**src/rtl/nbit_decoder_pipe_pkg.sv**
```systemverilog
// Shared types and helpers for the N-to-2^N write-enable decoder.
// Package dec_pkg; the pipe top honours the REG0_MASK_EN build macro.
package dec_pkg;

   localparam int DEC_SEL_W_DEF = 5;
   localparam int DEC_CNT_W_DEF = 16;
   localparam int DEC_SEL_W_MAX = 8;
   localparam int DEC_OH_MAX    = 1 << DEC_SEL_W_MAX;

   function automatic logic [DEC_OH_MAX-1:0] onehot_of(
      input logic [DEC_SEL_W_MAX-1:0] sel,
      input logic                     act
   );
      logic [DEC_OH_MAX-1:0] v;
      v      = '0;
      v[sel] = act;
      return v;
   endfunction

endpackage

```
**src/rtl/nbit_decoder_pipe_if.sv**
```systemverilog
// Valid/ready bundle for the decoder pipe: select/enable in, one-hot out.
// master = upstream+downstream side, slave = decoder side.
interface nbit_decoder_pipe_if
   import dec_pkg::*;
#(
   parameter int SEL_W = DEC_SEL_W_DEF,
   parameter int CNT_W = DEC_CNT_W_DEF
);

   logic                  in_valid;
   logic                  in_ready;
   logic [SEL_W-1:0]      sel;
   logic                  act;
   logic                  out_valid;
   logic                  out_ready;
   logic [2**SEL_W-1:0]   onehot;
   logic [CNT_W-1:0]      dec_count;

   modport master (
      output in_valid, sel, act, out_ready,
      input  in_ready, out_valid, onehot, dec_count
   );

   modport slave (
      input  in_valid, sel, act, out_ready,
      output in_ready, out_valid, onehot, dec_count
   );

endinterface

```
**src/rtl/nbit_decoder_pipe_onehot_core.sv**
```systemverilog
// Combinational SEL_W -> 2**SEL_W decode, built as a tree of 2-bit stages.
// The top two select bits gate four narrower sub-decoders.
module onehot_core
   import dec_pkg::*;
#(
   parameter int SEL_W = DEC_SEL_W_DEF
) (
   input  logic [SEL_W-1:0]    sel,
   input  logic                act,
   output logic [2**SEL_W-1:0] onehot
);

   if (SEL_W <= 2) begin : g_leaf
      localparam logic [DEC_OH_MAX-1:0] ONE = DEC_OH_MAX'(1);
      logic [DEC_SEL_W_MAX-1:0] sel_x;
      assign sel_x = DEC_SEL_W_MAX'(sel);
      for (genvar i = 0; i < 2**SEL_W; i++) begin : g_bit
         assign onehot[i] = |(onehot_of(sel_x, act) & (ONE << i));
      end
   end else begin : g_tree
      localparam int SUB_W = SEL_W - 2;
      localparam int SUB_N = 2**SUB_W;
      logic [3:0] en;

      onehot_core #(.SEL_W(2)) u_hi (
         .sel    (sel[SEL_W-1 -: 2]),
         .act    (act),
         .onehot (en)
      );

      for (genvar j = 0; j < 4; j++) begin : g_sub
         onehot_core #(.SEL_W(SUB_W)) u_lo (
            .sel    (sel[SUB_W-1:0]),
            .act    (en[j]),
            .onehot (onehot[j*SUB_N +: SUB_N])
         );
      end
   end

endmodule

```
**src/rtl/nbit_decoder_pipe.sv**
```systemverilog
// Registered one-hot write-enable decoder with a 2-entry skid pipeline.
// Macro REG0_MASK_EN: when defined, onehot[0] is forced low.
module nbit_decoder_pipe
   import dec_pkg::*;
#(
   parameter int SEL_W = DEC_SEL_W_DEF,
   parameter int CNT_W = DEC_CNT_W_DEF
) (
   input  logic                clk,
   input  logic                rst,
   nbit_decoder_pipe_if.slave  bus
);

   localparam int OH_W = 2**SEL_W;

   logic [OH_W-1:0]  core_oh;
   logic [OH_W-1:0]  dec;
   logic [OH_W-1:0]  main_q;
   logic             main_v;
   logic [OH_W-1:0]  skid_q;
   logic             skid_v;
   logic [CNT_W-1:0] cnt_q;
   logic             accept;
   logic             main_free;

   onehot_core #(.SEL_W(SEL_W)) u_core (
      .sel    (bus.sel),
      .act    (bus.act),
      .onehot (core_oh)
   );

`ifdef REG0_MASK_EN
   assign dec = core_oh & ~OH_W'(1);
`else
   assign dec = core_oh;
`endif

   assign accept    = bus.in_valid && !skid_v;
   assign main_free = !main_v || bus.out_ready;

   assign bus.in_ready  = !skid_v;
   assign bus.out_valid = main_v;
   assign bus.onehot    = main_q;
   assign bus.dec_count = cnt_q;

   // main/skid steering: skid refills main first, stalls park new data
   always_ff @(posedge clk or posedge rst) begin
      if (rst) begin
         main_q <= '0;
         main_v <= 1'b0;
         skid_q <= '0;
         skid_v <= 1'b0;
      end else if (main_free) begin
         if (skid_v) begin
            main_q <= skid_q;
            main_v <= 1'b1;
            skid_v <= 1'b0;
         end else if (accept) begin
            main_q <= dec;
            main_v <= 1'b1;
         end else begin
            main_v <= 1'b0;
         end
      end else if (accept) begin
         skid_q <= dec;
         skid_v <= 1'b1;
      end
   end

   // wrap-around count of accepted transactions
   always_ff @(posedge clk or posedge rst) begin
      if (rst) begin
         cnt_q <= '0;
      end else if (accept) begin
         cnt_q <= cnt_q + CNT_W'(1);
      end
   end

endmodule

```
**src/flat_wrapper.sv**
```systemverilog
// flat-port wrapper written by rule: the top's interface ports become plain ports
module nbit_decoder_pipe_flat import dec_pkg::*;
#(
   parameter int SEL_W = DEC_SEL_W_DEF,
   parameter int CNT_W = DEC_CNT_W_DEF
)
  (clk, rst, bus_in_valid, bus_sel, bus_act, bus_out_ready, bus_in_ready, bus_out_valid, bus_onehot, bus_dec_count);
  nbit_decoder_pipe_if #(.SEL_W(SEL_W), .CNT_W(CNT_W)) bus_i ();
  input  logic clk;
  input  logic rst;
  input wire logic [$bits(bus_i.in_valid)-1:0] bus_in_valid;
  input wire logic [$bits(bus_i.sel)-1:0] bus_sel;
  input wire logic [$bits(bus_i.act)-1:0] bus_act;
  input wire logic [$bits(bus_i.out_ready)-1:0] bus_out_ready;
  output wire logic [$bits(bus_i.in_ready)-1:0] bus_in_ready;
  output wire logic [$bits(bus_i.out_valid)-1:0] bus_out_valid;
  output wire logic [$bits(bus_i.onehot)-1:0] bus_onehot;
  output wire logic [$bits(bus_i.dec_count)-1:0] bus_dec_count;
  assign bus_i.in_valid = bus_in_valid;
  assign bus_i.sel = bus_sel;
  assign bus_i.act = bus_act;
  assign bus_i.out_ready = bus_out_ready;
  assign bus_in_ready = bus_i.in_ready;
  assign bus_out_valid = bus_i.out_valid;
  assign bus_onehot = bus_i.onehot;
  assign bus_dec_count = bus_i.dec_count;
  nbit_decoder_pipe #(.SEL_W(SEL_W), .CNT_W(CNT_W)) u_core (.clk(clk), .rst(rst), .bus(bus_i));
endmodule
```
**config.mk**
```make
export PLATFORM = sky130hd
export DESIGN_NAME = nbit_decoder_pipe_flat
export DESIGN_NICKNAME = d
export VERILOG_FILES = /design/src/rtl/nbit_decoder_pipe_pkg.sv /design/src/rtl/nbit_decoder_pipe_if.sv /design/src/rtl/nbit_decoder_pipe_onehot_core.sv /design/src/rtl/nbit_decoder_pipe.sv /design/src/flat_wrapper.sv
export SDC_FILE = /design/constraint.sdc
export NUM_CORES = 1
export LEC_CHECK = 0
export CAP_MARGIN = 20
export CORE_ASPECT_RATIO = 0.6
export CORE_MARGIN = 4
export CORE_UTILIZATION = 57
export DETAILED_ROUTE_END_ITERATION = 10
export HOLD_SLACK_MARGIN = 0.15
export PLACE_DENSITY = 0.85
export RECOVER_POWER = 100
export SLEW_MARGIN = 10
export SYNTH_ARGS = -nofsm -noshare
export SYNTH_HDL_FRONTEND = slang
export SYNTH_SLANG_ARGS = --single-unit
```
**constraint.sdc**
```tcl
create_clock -name clk -period 8.93 [get_ports clk]
set_input_delay 2.2325 -clock clk [delete_from_list [all_inputs] [get_ports clk]]
set_output_delay 2.2325 -clock clk [all_outputs]
set_load 0.005 [all_outputs]
```
==> results of run 1 <==
## area by class of cell
class | count | share of cell area
tap | 84 | 0.0237
inverter | 2 | 0.00197
sequential | 82 | 0.463
clock buffer | 11 | 0.0296
timing repair buffer | 63 | 0.141
clock inverter | 5 | 0.0231
multi-input combinational | 244 | 0.318
## critical path, cell delays in order
cell           delay [ps]
dlygate4sd3_1         610
nor2_1                 90
nor2_1                910
clkbuf_1             1300
a21oi_1               190
## layout by cell type, fill, tap and decap left out, types with 2 or more instances in the layout
| cell type | instances |
|---|---|
| dfrtp_1 | 82 |
| dlygate4sd3_1 | 54 |
| nor2_1 | 46 |
| nand2_1 | 38 |
| a22oi_1 | 32 |
| a21oi_1 | 32 |
| o21ai_0 | 24 |
| clkbuf_8 | 9 |
| xnor2_1 | 8 |
| nand3_1 | 7 |
| xor2_1 | 7 |
| clkdlybuf4s50_1 | 5 |
| nand2b_1 | 4 |
| nand4_1 | 4 |
| a22o_1 | 4 |
| nor3_1 | 4 |
| clkbuf_1 | 4 |
| and3_1 | 3 |
| bufinv_16 | 3 |
| nor2b_1 | 2 |
| nand2_4 | 2 |
| nand3_2 | 2 |
| nand3b_1 | 2 |
| nand2_2 | 2 |
| nor3_2 | 2 |
| o31ai_1 | 2 |
## worst paths after layout
kind	end	slack [ps]	cells past startpoint
worst max register to register	u_core.bus.onehot[14]	5310	5
min in group asynchronous	u_core.bus.dec_count[13]	3180	3
worst min register to register	u_core.bus.dec_count[15]	470	1
worst min-delay path	u_core.bus.dec_count[15]	470	1
worst max-delay path	u_core.bus.onehot[14]	3730	5
max in group asynchronous	u_core.skid_q[8]	4470	3
## power groups by stage
| stage | registers (mW) | logic (mW) | clock network (mW) |
|---|---|---|---|
| after global routing | 0.451 | 0.182 | 0.334 |
| final | 0.444 | 0.164 | 0.314 |
| after global placement | 0.451 | 0.176 | 0 |
| after detailed placement | 0.453 | 0.182 | 0 |
| after CTS | 0.446 | 0.184 | 0.316 |
| after floorplan | 0.451 | 0.0855 | 0 |
## state kept, by name, indices dropped and copies added (netlist names)
register              cells
u_core.skid_v             1
u_core.bus.out_valid      1
u_core.bus.onehot        32
u_core.skid_q            32
u_core.bus.dec_count     16
## per-layer routing
layer / vias up / wire, um / global-route usage
met5: - / 0 / 0
met4: 0 / 62 / 0.0693
met3: 7 / 823 / 0.0563
met2: 124 / 3770 / 0.297
met1: 1393 / 3850 / 0.348
li1: 1332 / - / -
## per-stage QoR
stage | instance area [um^2] | hold slack, ps | setup WS (ps) | power (mW) | util
2_1_floorplan | 3700 | 439 | 4590 | 0.537 | -
4_1_cts | 4500 | 476 | 5100 | 0.946 | 0.727
5_1_grt | 4440 | 493 | 3300 | 0.967 | 0.716
3_3_place_gp | 4250 | 453 | 4700 | 0.627 | 0.686
3_5_place_dp | 4270 | 466 | 4740 | 0.635 | 0.689
6_report | 4440 | 466 | 3730 | 0.922 | 0.716
## cell families after synthesis
family	count (synthesis)	share of synthesized area
AND/OR/NAND/NOR	132	0.190
AO/OA/AOI/OAI	95	0.168
flip-flops	82	0.555
buffers and inverters	23	0.0457
XOR/XNOR	15	0.0355
multiplexers	1	0.00304
adder cells (fa/ha/maj)	1	0.00338
## synth_stat cells (2+ instances only)
cell type	number
a21oi_1	32
a22o_1	4
a22oi_1	32
and3_1	3
buf_2	11
buf_4	4
buf_6	5
dfrtp_1	82
inv_1	2
nand2_1	37
nand2_2	2
nand2_4	3
nand2b_1	4
nand3_1	7
nand3_2	2
nand3b_1	2
nand4_1	4
nor2_1	44
nor3_1	2
nor3_2	4
o21ai_1	15
o21ai_2	9
o31ai_2	2
xnor2_1	8
xor2_1	7
==> impl_metrics.py, run 1 <==
metrics = {
    "logic_synthesis": {
        "ys.flop_type": "dfrtp_1",
        "synthArstFlopShare": 1.00,
        "ys_seq_elements": 82,
        "synth_area_um2": 3700,
        "yosys.area.top_type": "dfrtp_1",
        "synth_top_area_frac": 0.555,
        "synth_seq_area_share": 0.555,
        "syn_inst": 349,
        "synth-edff-count": 0,
        "ys_types": 47,
        "yosysWarnings": 0,
        "synth_nets": 360,
        "ys_top_cells_by_area": "dfrtp_1 (55%), a22oi_1 (6.5%), nor2_1 (4.5%), a21oi_1 (4.3%), nand2_1 (3.8%)",
        "avgSynthCellArea_um2": 10.6,
    },
    "power": {
        "switchingPower_mw": 0.242,
        "peakVddDrop_uv": 136,
        "p_leak_nw": 1.94,
        "p_clk_frac": 0.340,
        "switching_share": 0.263,
        "p_int_mw": 0.680,
        "power_frac_seq": 0.482,
        "cellPowerDensity_nw_per_um2": 208,
        "combPwrFrac": 0.178,
    },
    "setup_path": {
        "path_class": "in2reg",
        "cp_data_arrival_time_ps": 5350,
        "crit_path_max_fanout": 46,
        "endpoint_kind": "register",
        "crit_path_start": "bus_in_valid",
        "critPathRequiredTime_ps": 9080,
        "r2r-start": "u_core.skid_v",
        "start_kind": "primary input",
    },
    "sta": {
        "fmax_mhz": 192,
        "setup_tns_ps": 0,
        "finalMaxSlewViolations": 90,
        "rsz0062_at_grt": "no",
        "setup_viol": 0,
        "tightest_slew_ps": 2240,
        "relSlewSlack": -0.490,
        "hold_viol_final": 0,
        "finalCriticalPeriod_ps": 5200,
        "period_share": 0.582,
        "skew_ps": 6.43,
    },
    "status": {
        "status": "finished with violations",
        "violations": "capacitance limit, slew limit",
    },
    "global_route": {
        "grt_max_degree": 83,
        "grt_overflow": 0,
        "grt_use_total": 0.221,
        "grt_pass1_wl_mm": 13.5,
        "grt_pass1_vias": 2574,
        "antenna_found_initial": 0,
    },
    "final_layout": {
        "num-fill-cells": 496,
        "nets": 413,
        "area_growth_pct": 19.9,
        "multiInputGateArea_um2": 1410,
        "drive_above_1_share": 0.0811,
        "register_area_um2": 2050,
        "final_cells": 491,
        "n_antenna_cell": 0,
    },
    "hold_path": {
        "hold_path_class": "reg2reg",
        "hp-start": "u_core.bus.dec_count[15]",
    },
    "die": {
        "die_w_um": 112,
        "die_area_um2": 7890,
        "io_pins": 60,
        "die_y_um": 70.4,
        "core_um2": 6190,
        "rows": 22,
        "start_util": 0.597,
    },
    "clocking": {
        "path_clk_slew_ps": 80,
        "root_buffer": "clkbuf_8",
        "h-tree-depth": 3,
        "cts_tree": "built",
        "clock_sinks": 82,
        "post_cts_resized": 0,
        "cts_buffer_depth": 2,
        "clk-insertion-delay-late_ps": 350,
        "post_cts_hold_buffer_count": 0,
        "cts_buffers": 9,
        "post_cts_buffers": 0,
    },
    "routing": {
        "post_drt_wl_per_cell_um": 17.3,
        "drtPass1Iterations": 5,
        "drt.antenna.violating_nets": 0,
        "finalWirelength_mm": 8.51,
        "drc": 0,
        "viasPerCell": 5.82,
        "vias": 2856,
        "drt_iter0_markers": 228,
    },
    "placed_design": {
        "io_buffers": 59,
        "place_hpwl_mm": 5.96,
        "gp_congestion": 0.847,
        "dpl.cell_count": 474,
    },
    "run": {
        "cap_violations": 2,
    },
}
(Power assumes the default switching activity.)
==> run 2, diff against run 1 <==
CORE_UTILIZATION = 53   (was 57)
PLACE_DENSITY = 0.8   (was 0.85)
clock period = 4.8 ns   (was 8.93 ns; I/O delays follow)
==> run 2 against run 1 <==
Effect of this change: the run still ends with capacitance limit, slew limit left; critical path depth up 1; global-route usage up 0.34 points; die area up 6.8%; worst setup slack worse by 2400 ps; sequential cell count unchanged; combinational power up 88%; largest cell class unchanged.
==> impl_metrics.py, run 2 (synthesized netlist as in run 1, its figures left out) <==
metrics = {
    "sta": {
        "skew_ps": 3.98,
        "fmax_mhz": 284,
        "finalCriticalPeriod_ps": 3520,
        "relSlewSlack": -0.580,
        "rsz0062_at_grt": "no",
        "setup_tns_ps": 0,
        "finalMaxSlewViolations": 83,
        "hold_viol_final": 0,
        "tightest_slew_ps": 2360,
        "period_share": 0.733,
        "setup_viol": 0,
    },
    "global_route": {
        "grt_pass1_vias": 2798,
        "grt_use_total": 0.225,
        "met3_usage": 0.0481,
        "grt_max_degree": 56,
        "grt_overflow": 0,
        "top_usage_layer": "met2",
        "grt_pass1_wl_mm": 14.4,
        "use_met1": 0.331,
        "use_met2": 0.345,
        "antenna_found_initial": 0,
    },
    "final_layout": {
        "nets": 412,
        "final_cell_mix": "dfrtp_1 (82), dlygate4sd3_1 (54), nor2_1 (46)",
        "register_area_um2": 2050,
        "num-fill-cells": 524,
        "final_cells": 492,
        "multiInputGateArea_um2": 1410,
        "area_growth_pct": 23.1,
        "n_antenna_cell": 0,
        "drive_above_1_share": 0.0864,
        "layout_commonest_cell": "dfrtp_1",
    },
    "placed_design": {
        "io_buffers": 59,
        "gp_congestion": 0.878,
        "dpl.cell_count": 477,
        "place_hpwl_mm": 5.97,
    },
    "power": {
        "switching_share": 0.247,
        "power_frac_seq": 0.433,
        "p_leak_nw": 2.00,
        "p_int_mw": 1.44,
        "cellPowerDensity_nw_per_um2": 421,
        "switchingPower_mw": 0.474,
        "combPwrFrac": 0.161,
        "peakVddDrop_uv": 180,
        "p_clk_frac": 0.406,
    },
    "clocking": {
        "cts_buffers": 9,
        "root_buffer": "clkbuf_16",
        "post_cts_resized": 0,
        "clock_sinks": 82,
        "h-tree-depth": 3,
        "cts_buffer_depth": 2,
        "clk-insertion-delay-late_ps": 330,
        "post_cts_hold_buffer_count": 0,
        "post_cts_buffers": 0,
        "cts_tree": "built",
        "path_clk_slew_ps": 60,
    },
    "setup_path": {
        "rrSetupSlack_ps": 2020,
        "path_class": "in2reg",
        "cp_data_arrival_time_ps": 3770,
        "crit_path_max_fanout": 38,
        "start_kind": "primary input",
        "endpoint_kind": "register",
        "critPathRequiredTime_ps": 5050,
    },
    "die": {
        "die_y_um": 72.7,
        "die_w_um": 116,
        "io_pins": 60,
        "core_um2": 6730,
        "rows": 23,
        "start_util": 0.549,
        "die_area_um2": 8430,
    },
    "routing": {
        "viasPerCell": 5.84,
        "post_drt_wl_per_cell_um": 17.9,
        "drtPass1Iterations": 5,
        "vias": 2874,
        "finalWirelength_mm": 8.79,
        "drt.antenna.violating_nets": 0,
        "drt_iter0_markers": 256,
        "drc": 0,
    },
    "status": {
        "violations": "capacitance limit, slew limit",
        "status": "finished with violations",
    },
    "run": {
        "cap_violations": 2,
    },
    "hold_path": {
        "hold_path_class": "reg2reg",
    },
}
==> run 2: per-stage QoR <==
stage                     hold slack [ps]  instance area (um^2)  setup WS (ps)  utilization  power, mW
after floorplan                       439                  3700           1490            -      0.998
after global routing                  507                  4550           1010        0.676       2.00
after CTS                             487                  4620           1920        0.687       1.96
final                                 484                  4550           1280        0.676       1.91
after detailed placement              464                  4280           1660        0.636       1.18
after global placement                451                  4250           1610        0.632       1.17
==> run 2: power groups by stage <==
stage	Sequential, mW	Clock [mW]	Combinational, mW
after floorplan	0.839	0	0.159
after global routing	0.840	0.815	0.344
after CTS	0.832	0.784	0.345
after detailed placement	0.842	0	0.342
after global placement	0.838	0	0.327
final	0.828	0.778	0.308
==> run 2: path summary, 6_finish.rpt <==
check / start / to / depth (start not counted)
worst max register to register: u_core.skid_v / u_core.bus.onehot[31] / 6
worst max-delay path: bus_out_ready / u_core.bus.onehot[31] / 6
max in group asynchronous: rst / u_core.skid_q[9] / 3
worst min register to register: u_core.bus.dec_count[15] / u_core.bus.dec_count[15] / 1
worst min-delay path: u_core.bus.dec_count[15] / u_core.bus.dec_count[15] / 1
min in group asynchronous: rst / u_core.bus.dec_count[13] / 2
==> run 2: area by class of cell <==
type,count,area share
timing repair buffer,62,0.139
clock buffer,10,0.0525
sequential,82,0.451
multi-input combinational,244,0.309
inverter,2,0.00192
tap,87,0.0239
clock inverter,5,0.0225
==> run 2: per-layer routing <==
layer	wire length, um	part of all wire
met1	3970	0.45
met3	649	0.074
met2	4070	0.46
met4	92	0.010
met5	0	0
==> run 2: critical path, stage by stage <==
cell and delay (ps):
dlygate4sd3_1 550, and2b_1 220, nor2_1 1310, buf_16 270, nor2_1 60, a21oi_1 140
==> run 3, diff against run 2 <==
CORE_UTILIZATION = 48   (was 53)
PLACE_DENSITY = 0.77   (was 0.8)
clock period = 3.04 ns   (was 4.8 ns; I/O delays follow)
==> run 3 against run 2 <==
Effect of this change: the run still ends with capacitance limit, slew limit left; final cell count grew 4.5%; final area shrank 0.82%; die area grew 9.5%; first-iteration DRC count grew 21%; worst setup slack lost 760 ps; sequential cell count is the same; clock power grew 25%.
==> impl_metrics.py, run 3 (synthesized netlist as in run 1, its figures left out) <==
metrics = {
    "sta": {
        "skew_ps": 5.30,
        "fmax_mhz": 398,
        "setup_tns_ps": 0,
        "setup_viol": 0,
        "rsz0062_at_grt": "no",
        "period_share": 0.827,
        "finalMaxSlewViolations": 34,
        "hold_viol_final": 0,
        "relSlewSlack": -0.0295,
        "finalCriticalPeriod_ps": 2510,
        "tightest_slew_ps": 1540,
    },
    "power": {
        "switching_share": 0.276,
        "peakVddDrop_uv": 245,
        "switchingPower_mw": 0.767,
        "p_leak_nw": 1.98,
        "power_frac_seq": 0.472,
        "p_clk_frac": 0.350,
        "power_mw": 2.78,
        "cellPowerDensity_nw_per_um2": 615,
        "combPwrFrac": 0.177,
        "p_int_mw": 2.01,
    },
    "clocking": {
        "h-tree-depth": 3,
        "post_cts_resized": 0,
        "cts_buffer_depth": 2,
        "post_cts_hold_buffer_count": 0,
        "cts_tree": "built",
        "clk-insertion-delay-late_ps": 330,
        "root_buffer": "clkbuf_16",
        "cts_buffers": 9,
        "post_cts_buffers": 0,
        "path_clk_slew_ps": 60,
        "clock_sinks": 82,
    },
    "routing": {
        "drt_iter0_markers": 311,
        "drt.antenna.violating_nets": 0,
        "finalWirelength_mm": 9.02,
        "post_drt_wl_per_cell_um": 17.5,
        "vias": 2889,
        "drc": 0,
        "drtPass1Iterations": 5,
        "viasPerCell": 5.62,
    },
    "setup_path": {
        "cp_top_family": "buffers and inverters",
        "rrSetupSlack_ps": 1000,
        "slowest_stage": "nor4_1",
        "reg2reg_depth": 5,
        "crit_path_start": "bus_sel[2]",
        "crit_chain": "dlygate4sd3_1, clkbuf_1, nor4_1, a22oi_1, a21oi_1",
        "critPathRequiredTime_ps": 3300,
        "start_kind": "primary input",
        "endpoint_kind": "register",
        "max_stage_delay_ps": 670,
        "path_class": "in2reg",
        "path_buf_inv": 2,
        "crit_cells": 5,
        "cp_data_arrival_time_ps": 2770,
        "r2r-end": "u_core.bus.onehot[28]",
        "r2r-start": "u_core.skid_v",
        "endpoint": "u_core.bus.onehot[24]",
        "crit_path_max_fanout": 10,
    },
    "placed_design": {
        "gp_congestion": 0.875,
        "io_buffers": 59,
        "place_hpwl_mm": 6.29,
    },
    "final_layout": {
        "final_util": 0.611,
        "area_growth_pct": 22.0,
        "nets": 416,
        "n_antenna_cell": 0,
        "drive_above_1_share": 0.0854,
        "final_cell_mix": "dfrtp_1 (82), dlygate4sd3_1 (54), nor2_1 (45)",
        "layout_commonest_cell": "dfrtp_1",
    },
    "hold_path": {
        "hold_path_class": "reg2reg",
        "hp-start": "u_core.bus.dec_count[15]",
        "hold_depth": 1,
    },
    "die": {
        "io_pins": 60,
        "core_um2": 7390,
        "die_area_um2": 9220,
        "start_util": 0.501,
        "die_w_um": 121,
        "rows": 24,
        "die_y_um": 76.0,
    },
    "global_route": {
        "grt_pass1_vias": 2784,
        "grt_max_degree": 65,
        "grt_overflow": 0,
        "antenna_found_initial": 0,
        "grt_pass1_wl_mm": 14.8,
        "grt_use_total": 0.205,
    },
    "status": {
        "status": "finished with violations",
        "violations": "capacitance limit, slew limit",
    },
    "run": {
        "cap_violations": 1,
    },
}
==> run 3: cell types whose count changed in the layout (fill, tap and decap cells not counted), moves of 2 or more <==
cell / delta
nor3_2: -3
clkinv_2: +2
bufinv_16: -3
nor3_1: +3
clkbuf_1: +3
buf_12: +2
==> run 3: worst reg2reg max path: stages, from the launching register on <==
cell,delay (ps)
dfrtp_1,400
buf_4,280
nand2b_1,290
nor3_1,510
a22oi_1,290
a21oi_1,200
==> run 3: power groups by stage <==
stage	clock network (mW)	registers (mW)	logic, mW
2_1_floorplan	0	1.32	0.251
3_3_place_gp	0	1.33	0.535
3_5_place_dp	0	1.33	0.550
4_1_cts	0.983	1.31	0.552
5_1_grt	1.03	1.33	0.546
6_report	0.972	1.31	0.493
==> run 3: how the worst min path moves through the flow <==
stage and endpoint:
5_1_grt u_core.bus.dec_count[15], 6_report u_core.bus.dec_count[15], 3_5_place_dp u_core.bus.dec_count[15], 4_1_cts u_core.bus.dec_count[15], 3_3_place_gp u_core.skid_q[11], 2_1_floorplan u_core.skid_q[11]
==> run 3: final cells by class <==
class                   instances  area (um^2)
repair buffers                 66          662
clock inverters                 5         31.3
inverters                       2         8.76
multi-input cells             244         1400
flip-flops and latches         82         2050
fillers                       627         2870
clock buffers                  11          233
well taps                     104          130
==> run 3: per-stage QoR <==
stage / area (um^2) / setup slack (ps) / instances / hold slack (ps)
finish: 4520 / 526 / 514 / 466
global route: 4520 / 437 / 514 / 508
detailed placement: 4340 / 583 / 498 / 465
CTS: 4600 / 887 / 514 / 478
global placement: 4340 / 650 / 498 / 454
floorplan: 3700 / 172 / 349 / 439
==> run 3: layer usage <==
| layer | part of all wire | up-vias | wire (um) | global-route usage |
|---|---|---|---|---|
| met3 | 0.085 | 14 | 767 | 0.0601 |
| li1 | - | 1338 | - | - |
| met2 | 0.42 | 122 | 3810 | 0.274 |
| met1 | 0.48 | 1415 | 4330 | 0.322 |
| met4 | 0.012 | 0 | 111 | 0.0537 |
| met5 | 0 | - | 0 | 0 |
